===== src/rtl/uart_tx_arbiter.sv =====
// Two-requester UART transmitter: round-robin grant, then one asynchronous
// frame (start, 8 data LSB-first, optional parity, 1-2 stop bits) per grant.
module uart_tx_arbiter #(
  parameter int CLKS_PER_BIT = 16,
  parameter int PARITY_EN    = 0,
  parameter int PARITY_ODD   = 0,
  parameter int STOP_BITS    = 1
) (
  input  logic       clk,
  input  logic       reset,
  input  logic       req0_valid,
  input  logic [7:0] req0_data,
  output logic       req0_ready,
  input  logic       req1_valid,
  input  logic [7:0] req1_data,
  output logic       req1_ready,
  output logic       tx,
  output logic       busy,
  output logic       grant_id,
  output logic       frame_done
);

  localparam int CW = (CLKS_PER_BIT > 1) ? $clog2(CLKS_PER_BIT) : 1;

  typedef enum logic [2:0] {
    IDLE,
    START,
    DATA,
    PARITY,
    STOP
  } state_t;

  state_t          state_q, state_d;
  logic [CW-1:0]   cnt_q, cnt_d;
  logic [2:0]      bit_q, bit_d;
  logic [7:0]      shift_q, shift_d;
  logic            par_q, par_d;
  logic            tx_q, tx_d;
  logic            done_q, done_d;
  logic            grant_q, grant_d;
  logic            last_q, last_d;

  logic            winner;
  logic            idle;
  logic            hs;
  logic            tc;
  logic [7:0]      sel_data;

  // Round-robin winner and handshake qualification.
  always_comb begin
    if (req0_valid && req1_valid) winner = ~last_q;
    else                          winner = req1_valid;
    idle       = (state_q == IDLE);
    req0_ready = idle & ~reset & req0_valid & ~winner;
    req1_ready = idle & ~reset & req1_valid & winner;
    hs         = req0_ready | req1_ready;
    sel_data   = winner ? req1_data : req0_data;
    tc         = (cnt_q == CW'(CLKS_PER_BIT - 1));
  end

  // Next-state logic; tx_d is the line level for the cycle after the edge,
  // so each transition also loads the level of the bit being entered.
  always_comb begin
    state_d = state_q;
    cnt_d   = cnt_q;
    bit_d   = bit_q;
    shift_d = shift_q;
    par_d   = par_q;
    tx_d    = tx_q;
    done_d  = 1'b0;
    grant_d = grant_q;
    last_d  = last_q;

    if (state_q == IDLE) begin
      tx_d  = 1'b1;
      cnt_d = '0;
      bit_d = '0;
      if (hs) begin
        shift_d = sel_data;
        par_d   = (^sel_data) ^ (PARITY_ODD != 0);
        grant_d = winner;
        last_d  = winner;
        state_d = START;
        tx_d    = 1'b0;
      end
    end else begin
      cnt_d = tc ? '0 : cnt_q + CW'(1);
      case (state_q)
        START: begin
          if (tc) begin
            state_d = DATA;
            tx_d    = shift_q[0];
          end
        end
        DATA: begin
          if (tc) begin
            shift_d = shift_q >> 1;
            bit_d   = bit_q + 3'd1;
            if (bit_q == 3'd7) begin
              if (PARITY_EN != 0) begin
                state_d = PARITY;
                tx_d    = par_q;
              end else begin
                state_d = STOP;
                tx_d    = 1'b1;
              end
            end else begin
              tx_d = shift_q[1];
            end
          end
        end
        PARITY: begin
          if (tc) begin
            state_d = STOP;
            tx_d    = 1'b1;
          end
        end
        STOP: begin
          if (tc) begin
            if (bit_q == 3'(STOP_BITS - 1)) begin
              state_d = IDLE;
              done_d  = 1'b1;
              bit_d   = '0;
            end else begin
              bit_d = bit_q + 3'd1;
            end
            tx_d = 1'b1;
          end
        end
        default: begin
          state_d = IDLE;
          tx_d    = 1'b1;
        end
      endcase
    end
  end

  // State and datapath registers; reset forces the line idle immediately.
  always_ff @(posedge clk or posedge reset) begin
    if (reset) begin
      state_q <= IDLE;
      cnt_q   <= '0;
      bit_q   <= '0;
      shift_q <= '0;
      par_q   <= 1'b0;
      tx_q    <= 1'b1;
      done_q  <= 1'b0;
      grant_q <= 1'b0;
      last_q  <= 1'b1;
    end else begin
      state_q <= state_d;
      cnt_q   <= cnt_d;
      bit_q   <= bit_d;
      shift_q <= shift_d;
      par_q   <= par_d;
      tx_q    <= tx_d;
      done_q  <= done_d;
      grant_q <= grant_d;
      last_q  <= last_d;
    end
  end

  assign tx         = tx_q;
  assign busy       = (state_q != IDLE);
  assign grant_id   = grant_q;
  assign frame_done = done_q;

endmodule


===== config.mk =====
export PLATFORM = sky130hd
export DESIGN_NAME = uart_tx_arbiter
export DESIGN_NICKNAME = d
export VERILOG_FILES = /design/src/rtl/uart_tx_arbiter.sv
export SDC_FILE = /design/constraint.sdc
export NUM_CORES = 1
export LEC_CHECK = 0
export ABC_CLOCK_PERIOD_IN_PS = 2500
export CAP_MARGIN = 20
export CORE_MARGIN = 2
export CORE_UTILIZATION = 27
export CTS_CLUSTER_DIAMETER = 40
export CTS_CLUSTER_SIZE = 28
export DETAILED_ROUTE_END_ITERATION = 6
export MAX_ROUTING_LAYER = met4
export PLACE_DENSITY = 0.57
export SLEW_MARGIN = 30
export SYNTH_ARGS = -nofsm -noshare
export SYNTH_HDL_FRONTEND = slang
export SYNTH_SLANG_ARGS = --single-unit

===== constraint.sdc =====
create_clock -name clk -period 2.5 [get_ports clk]
set_clock_uncertainty 0.1 [all_clocks]
set_input_delay 0.5 -clock clk [delete_from_list [all_inputs] [get_ports clk]]
set_output_delay 0.5 -clock clk [all_outputs]
set_load 0.1 [all_outputs]

==> out/qor.yml, run 1 <==
outcome: "finished, final reports clean"
placed_area_sq_um: 1680
postCtsSetupBuffers: 0
hold_buffers: 0
fin_crit_sh: 0.939
slowest_delay_ns: 0.58
fp.dieW_um: 73.0
cts.path.max_buffers: 2
start_util: 0.276
finalSetupTns_ns: 0
hold_slack_ns: 0.376
drtPass1Iterations: 4
path_buf_inv: 2
path_class: "flip-flop to output pin"
grt_pass1_vias: 1059
synth_warnings: 0
arrival_ns: 1.75
crit_chain: "nor3_4 > inv_1 > nor3_4 > buf_12"
drtIter0Drc: 59
die_h_um: 73.0
ir_worst_vdd_uv: 177
reg2reg_from: "cnt_q[0]"
grt_pass1_wl_mm: 4.82
crit_start: "state_q[1]"
num_rows: 25
synth_top_cell_area_share: 0.389
syn_area_per_cell_sq_um: 9.38
synth_ff_type: "dfrtp_1"
ant_nets: 0
gr-total-overflow: 0
synthToLayoutAreaGrowth_pct: 34.1
grt_max_degree: 23
synthesis.area_sq_um: 1280
synth_edf_count: 0
p_per_area_nw_per_um2: 409
cpMaxStageDelayCell: "dfrtp_1"
grt.total_usage: 0.116
pwr-share-clk: 0.330
endpoint_kind: "output pin"
postSynth.asyncResetShare: 1.00
cts_tree: "done"
cp_max_fo: 16
fin_util: 0.370
io_pins: 26
final_area_sq_um: 1720
ys_ff_latch: 22
routed_wirelength_mm: 2.95
path_clk_slew_ns: 0.09
ys_seq_area_frac: 0.430
synth_cells: 137
cts_buffers: 3
wire_per_inst_um: 13.3
drc_errors: 0
p_leak_uw: 0.000800
cell_internal_pwr_uw: 533
layout_min_cycle_time_ns: 2.35
critical-path-top-delay-family: "flip-flops"
nFillCells: 474
cts.repair.resized: 0
nets: 192
seqPwrFrac: 0.531
drive_gt1_frac: 0.198
max_slew_margin: 0.645
via_per_inst: 4.81
cp.required_ns: 1.90
min-delay-start: "tx"
core_area_sq_um: 4660
ctsHtreeMaxLevel: 1
cts_sinks: 22
finalWeightedCongestion: 0.747
fmax_ghz: 0.426
slew_violations: 0
antenna_found_initial: 0
p_sw_uw: 171
hold_viol_final: 0
cp-start-kind: "flip-flop"
drv_cap: 0
root_buffer: "clkbuf_8"
numPortBuffers: 25
clock_latency_ns: 0.26
synthesis.nets: 161
tightest_slew_ns: 0.533
ys_top_cells_by_area: "dfrtp_1 39%, mux2_4 9.3%, a21oi_1 6.6%, nand2_1 4.4%, dfstp_2 4.1%"
pwr-share-comb: 0.139
via_count: 1064
hpwl_mm: 2.13
antenna_cells: 0
die-area_sq_um: 5330
synthDistinctLibCells: 38
hold_class: "flip-flop to flip-flop"
fin_ws_ns: 0.152
critPathMostFrequentCell: "nor3_4"
swShare: 0.243
pre_cts_ws_ns: 0.188
setup_violations: 0
yosys.area.top_type: "dfrtp_1"
rsz0062_at_grt: "no"
[logic make-up (layout without fill, tap and decap cells)]
family                     Yosys count  after routing  synth area share
and+or+nand+nor                     47             47             0.181
AOI/OAI and AO/OA                   42             42             0.205
DFF                                 22             22             0.430
buffers and inverters               13             43            0.0438
muxes                                8              8            0.0935
adders and majority gates            4              4            0.0389
xor gates and xnor gates             1              1           0.00682
[power by group through the flow]
stage | Combinational (uW) | Clock, uW | Sequential [uW]
after floorplan | 35.7 | 0 | 395
after CTS | 99.8 | 236 | 373
after global placement | 98.8 | 0 | 380
final | 98.2 | 232 | 374
after detailed placement | 98.8 | 0 | 380
after global routing | 107 | 249 | 375
[worst paths after layout]
kind                         endpoint  slack [ns]  cells after the start
min                                tx        0.38                      2
min in group asynchronous  state_q[2]        0.55                      3
max in group asynchronous      last_q        1.47                      3
max                        req1_ready        0.15                      4
min reg2reg                        tx        0.38                      2
max reg2reg                shift_q[0]        0.48                      5
[registers in the layout, summed over array words and instances, names as in the netlist]
signal      flops
state_q         3
bit_q           3
frame_done      1
cnt_q           4
grant_id        1
tx              1
last_q          1
shift_q         8
[synth_stat cells (2+ instances only)]
cell type / instances
dfstp_2: 2
a211oi_1: 3
nand2_1: 15
and3_1: 2
o21ai_0: 7
ha_1: 4
a21oi_1: 17
clkbuf_1: 6
inv_1: 5
mux2_4: 8
a21boi_0: 2
nand2b_1: 2
a22oi_1: 2
dfrtp_1: 20
a21o_1: 2
o21a_1: 2
nor3_1: 4
nor2_1: 14
[layout make-up]
cell class              instances  area [sq um]  area share
multi-input cells             102           698       0.405
well taps                      54          67.6      0.0392
inverters                       5          18.8      0.0109
clock buffers                   4          45.0      0.0261
flip-flops and latches         22           553       0.321
repair buffers                 34           340       0.198
[placed cells by master (no fill, tap or decap), types with 3 or more instances in the layout]
master,n
mux2_4,8
nor3_4,3
a211oi_1,3
ha_1,4
nand2_1,15
a21oi_1,17
o21ai_0,7
buf_4,12
clkdlybuf4s50_1,19
buf_12,3
inv_1,5
dfrtp_1,20
clkbuf_8,3
nor2_1,14
[worst min-delay path: cells and delay by family, from the launching register on]
family	cells	cell delay (ns)
AND/OR/NAND/NOR	2	0.11
flip-flops	1	0.38
[stage by stage]
stage,instances,power [uW]
after CTS,221,709
after detailed placement,217,479
after global routing,221,731
after floorplan,137,430
final,221,704
after global placement,217,479
[metal layers]
layer | GRT usage | part of all wire
met5 | - | 0
met4 | 0.0185 | 0.0051
met3 | 0.0235 | 0.059
met2 | 0.193 | 0.45
met1 | 0.150 | 0.48
No activity file was read; power rests on OpenSTA's default activity.
==> run 2: changes to the inputs <==
--- a/config.mk
+++ b/config.mk
@@ -5,14 +5,13 @@
 export SDC_FILE = /design/constraint.sdc
 export NUM_CORES = 1
 export LEC_CHECK = 0
-export ABC_CLOCK_PERIOD_IN_PS = 2500
+export ABC_CLOCK_PERIOD_IN_PS = 2200
 export CAP_MARGIN = 20
 export CORE_MARGIN = 2
 export CORE_UTILIZATION = 27
 export CTS_CLUSTER_DIAMETER = 40
 export CTS_CLUSTER_SIZE = 28
 export DETAILED_ROUTE_END_ITERATION = 6
-export MAX_ROUTING_LAYER = met4
 export PLACE_DENSITY = 0.57
 export SLEW_MARGIN = 30
 export SYNTH_ARGS = -nofsm -noshare
==> constraint.sdc (replaced) <==
create_clock -name clk -period 2.2 [get_ports clk]
set_clock_uncertainty 0.1 [all_clocks]
set_input_delay 0.44 -clock clk [delete_from_list [all_inputs] [get_ports clk]]
set_output_delay 0.44 -clock clk [all_outputs]
set_load 0.1 [all_outputs]
==> out/qor.yml, run 2 (same netlist as run 1, synthesis figures left out) <==
root_buffer: "clkbuf_8"
setup_violations: 0
nFillCells: 465
p_leak_uw: 0.000838
hold_viol_final: 0
crit_chain: "clkdlybuf4s50_1 > a21bo_4 > nor3_4 > buf_12"
grt_pass1_wl_mm: 5.27
arrival_ns: 1.61
ant_nets: 0
cp_max_fo: 3
min_to: "grant_id"
fp.dieW_um: 73.0
finalWeightedCongestion: 0.736
cts_buffers: 3
fin_util: 0.385
dpl.cell_count: 221
numPortBuffers: 25
nets: 196
finalPower_uw: 833
seqPwrFrac: 0.511
antenna_cells: 0
die_h_um: 73.0
ctsHtreeMaxLevel: 1
drive_gt1_frac: 0.228
path_clk_slew_ns: 0.08
outcome: "finished, final reports clean"
via_per_inst: 4.97
hold_buffers: 0
hpwl_mm: 2.30
ir_worst_vdd_uv: 279
layout_commonest_cell: "dfrtp_1"
wire_per_inst_um: 13.6
io_pins: 26
min-delay-start: "grant_id"
grt_pass1_vias: 1186
fin_crit_sh: 0.975
rsz0062_at_grt: "no"
largest_reg_flops: 8
cp-start-kind: "input port"
die-area_sq_um: 5330
final_cells: 225
whs_path_depth: 1
tightest_slew_ns: 0.544
hold_class: "flip-flop to flip-flop"
reg2reg_from: "cnt_q[0]"
p_sw_uw: 193
max_slew_margin: 0.637
cell_internal_pwr_uw: 639
start_util: 0.276
cp.required_ns: 1.66
swShare: 0.232
layout_common_cells: "20 x dfrtp_1, 18 x clkdlybuf4s50_1, 17 x a21oi_1, 15 x nand2_1"
via_count: 1118
p_per_area_nw_per_um2: 464
pwr-share-clk: 0.349
endpoint_kind: "output pin"
antenna_found_initial: 0
cts.path.max_buffers: 2
slowest_delay_ns: 0.52
core_area_sq_um: 4660
drtIter0Drc: 32
top_register: "shift_q"
top_regs: "shift_q: 8 flops, cnt_q: 4 flops"
cpMaxStageDelayCell: "clkdlybuf4s50_1"
fmax_ghz: 0.466
cts_tree: "done"
r2r_slack_ns: 0.26
drv_cap: 0
clock_latency_ns: 0.26
routed_wirelength_mm: 3.06
pwr-share-comb: 0.139
layout_min_cycle_time_ns: 2.15
num_rows: 25
grt_max_degree: 23
postCtsSetupBuffers: 0
drc_errors: 0
drtPass1Iterations: 4
grt.total_usage: 0.124
gr-total-overflow: 0
slew_violations: 0
synthToLayoutAreaGrowth_pct: 39.5
reg2reg_depth: 6
cts_sinks: 22
path_class: "input port to output pin"
timing.rr.end: "shift_q[3]"
[run 2: changes by cell type in the layout (fill, tap and decap cells not counted)]
cell,change
a21bo_2,-1
a21bo_4,+1
buf_12,+2
buf_4,+2
clkbuf_1,-1
clkbuf_8,+1
clkdlybuf4s50_1,-1
dlygate4sd2_1,+1
inv_1,-1
inv_2,+1
[run 2: power groups by stage]
stage	registers (uW)	clock network [uW]	logic (uW)
final	426	291	116
after global routing	428	315	126
after CTS	426	302	118
after detailed placement	433	0	116
after global placement	433	0	114
after floorplan	449	0	42.9
[run 2: worst max-delay path by stage]
| stage | start | endpoint | cells after the start | slack [ns] |
|---|---|---|---|---|
| floorplan | state_q[2] | req1_ready | 4 | -0.09 |
| finish | req1_valid | req1_ready | 4 | 0.05 |
| CTS | req1_valid | req0_ready | 5 | 0.01 |
| global placement | req0_valid | req0_ready | 5 | -0.002 |
| global route | req1_valid | req1_ready | 4 | 0.01 |
| detailed placement | req0_valid | req0_ready | 5 | -0.03 |
[run 2: metal layers]
layer	GRT usage	vias up	share of wire
met2	0.213	29	0.48
met1	0.158	532	0.47
met4	0.0391	0	0.0049
met5	0	-	0
li1	-	555	-
met3	0.0180	2	0.045
[run 2: through the flow]
stage / worst slack (ns) / hold slack, ns / area (sq um) / TNS (ns)
finish: 0.0547 / 0.386 / 1790 / 0
global placement: -0.00165 / 0.367 / 1730 / -0.00165
global route: 0.0112 / 0.420 / 1790 / 0
detailed placement: -0.0339 / 0.373 / 1730 / -0.0339
CTS: 0.0130 / 0.392 / 1790 / 0
floorplan: -0.0939 / 0.344 / 1330 / -0.135
[run 2: repair_timing]
action / 4_1_cts / 5_1_grt
resized for setup: 2 / 0
setup endpoints to repair: 1 / 1
pin swaps: 1 / 1
[run 2: worst max-delay path: cells and delay by family]
kind / cells / cell delay [ns]
AOI/OAI and AO/OA: 1 / 0.26
and+or+nand+nor: 1 / 0.18
buffers and inverters: 2 / 0.73
[run 2: area by class of cell]
cell class,instances,area [sq um],area share
inverters,5,18.8,0.0105
repair buffers,38,394,0.220
flip-flops and latches,22,553,0.308
clock buffers,4,55.1,0.0307
well taps,54,67.6,0.0377
multi-input cells,102,704,0.393
==> run 3: changes to the inputs <==
--- a/config.mk
+++ b/config.mk
@@ -12,8 +12,10 @@
 export CTS_CLUSTER_DIAMETER = 40
 export CTS_CLUSTER_SIZE = 28
 export DETAILED_ROUTE_END_ITERATION = 6
-export PLACE_DENSITY = 0.57
+export DONT_BUFFER_PORTS = 1
+export PLACE_DENSITY = 0.5
 export SLEW_MARGIN = 30
 export SYNTH_ARGS = -nofsm -noshare
 export SYNTH_HDL_FRONTEND = slang
 export SYNTH_SLANG_ARGS = --single-unit
+export TNS_END_PERCENT = 1
==> out/qor.yml, run 3 (same netlist as run 1, synthesis figures left out) <==
cts_sinks: 22
hold_class: "input port to async pin"
seqCellArea_sq_um: 553
slowest_delay_ns: 0.42
slew_violations: 0
fin_util: 0.325
fin_crit_sh: 0.956
fmax_ghz: 0.475
drtPass1Iterations: 4
cp.required_ns: 1.66
busiest_layer: "met2"
endpoint_kind: "output pin"
arrival_ns: 1.56
die-area_sq_um: 5330
hpwl_mm: 2.15
r2r_slack_ns: 0.22
reg2reg_depth: 5
outcome: "finished, final reports clean"
layout_min_cycle_time_ns: 2.10
p_per_area_nw_per_um2: 520
antenna_cells: 0
tightest_slew_ns: 0.507
root_buffer: "clkbuf_8"
timing.rr.end: "shift_q[4]"
cts_tree: "done"
numPortBuffers: 0
finalSetupTns_ns: 0
antenna_found_initial: 0
start_util: 0.276
grt_util_met1: 0.149
cts.path.max_buffers: 2
layout_common_cells: "20 x dfrtp_1, 17 x a21oi_1, 15 x nand2_1, 14 x nor2_1, 10 x buf_4"
finalWeightedCongestion: 0.786
grt_max_degree: 23
setup_violations: 0
core_area_sq_um: 4660
postCtsSetupBuffers: 0
largest_reg_flops: 8
cp-start-kind: "flip-flop"
drive_gt1_frac: 0.221
ant_nets: 0
max_slew_margin: 0.661
routed_wirelength_mm: 2.83
nFillCells: 499
fin_ws_ns: 0.0965
grt_pass1_wl_mm: 4.84
grt_use_met3: 0.0221
p_leak_uw: 0.000713
hold_viol_final: 0
hold_slack_ns: 0.0420
cpMaxStageDelayCell: "dfrtp_1"
clock_latency_ns: 0.26
fp.dieW_um: 73.0
layout_commonest_cell: "dfrtp_1"
cp_max_fo: 14
rsz0062_at_grt: "no"
nets: 170
ir_worst_vdd_uv: 188
ctsHtreeMaxLevel: 1
via_per_inst: 5.22
grt.total_usage: 0.114
io_pins: 26
path_clk_slew_ns: 0.08
top_register: "shift_q"
die_h_um: 73.0
pre_cts_ws_ns: 0.230
via_count: 1039
num_rows: 25
path_class: "flip-flop to output pin"
top_regs: "shift_q: 8 flops, cnt_q: 4 flops"
multi_input_area_sq_um: 704
wire_per_inst_um: 14.2
critPathMostFrequentCell: "nor3_4"
hold_buffers: 0
drtIter0Drc: 48
gr-total-overflow: 0
crit_chain: "nor3_4 > inv_2 > nor3_4 > buf_12"
finalPower_uw: 787
grt_pass1_vias: 1065
drc_errors: 0
synthToLayoutAreaGrowth_pct: 17.8
reg2reg_from: "cnt_q[0]"
cts_buffers: 3
drv_cap: 0
grtUsageMet2: 0.192
## run 3: cell count changes in the layout (fill, tap and decap cells not counted), sizes merged
cell	delta
dlygate4sd2	-1
clkdlybuf4s50	-18
buf	-7
## run 3: area by class of cell
type | instances | area share
inverters | 5 | 0.0124
multi-input cells | 102 | 0.465
clock buffers | 4 | 0.0364
repair buffers | 12 | 0.0760
flip-flops and latches | 22 | 0.365
well taps | 54 | 0.0446
## run 3: metrics by stage
stage / area (sq um) / std cells
2_1_floorplan: 1330 / 137
3_3_place_gp: 1450 / 195
3_5_place_dp: 1450 / 195
4_1_cts: 1510 / 199
5_1_grt: 1510 / 199
6_report: 1510 / 199
## run 3: per-layer routing
metal | vias up | wire, um
li1 | 496 | -
met1 | 499 | 1280
met2 | 38 | 1360
met3 | 6 | 161
met4 | 0 | 22
met5 | - | 0
## run 3: worst max-delay path by stage
stage / startpoint / to
final: state_q[2] / req1_ready
after global routing: state_q[2] / req1_ready
after CTS: last_q / req0_ready
after detailed placement: cnt_q[0] / shift_q[4]
after global placement: cnt_q[0] / shift_q[2]
after floorplan: state_q[2] / req1_ready
## run 3: power breakdown
group	switching (uW)	internal, uW	total [uW]
logic	33.2	25.0	58.2
registers	17.8	418	436
clock network	134	159	293
## run 3: critical path, delay by kind of cell, from the launching register on
family / cells / cell delay (ns)
DFF: 1 / 0.42
and+or+nand+nor: 2 / 0.50
buffers and inverters: 2 / 0.38
## run 3: repair_timing
item | 4_1_cts | 5_1_grt
gates resized for setup | 0 | 1
hold endpoints to repair | 0 | 0
setup endpoints to repair | 0 | 1
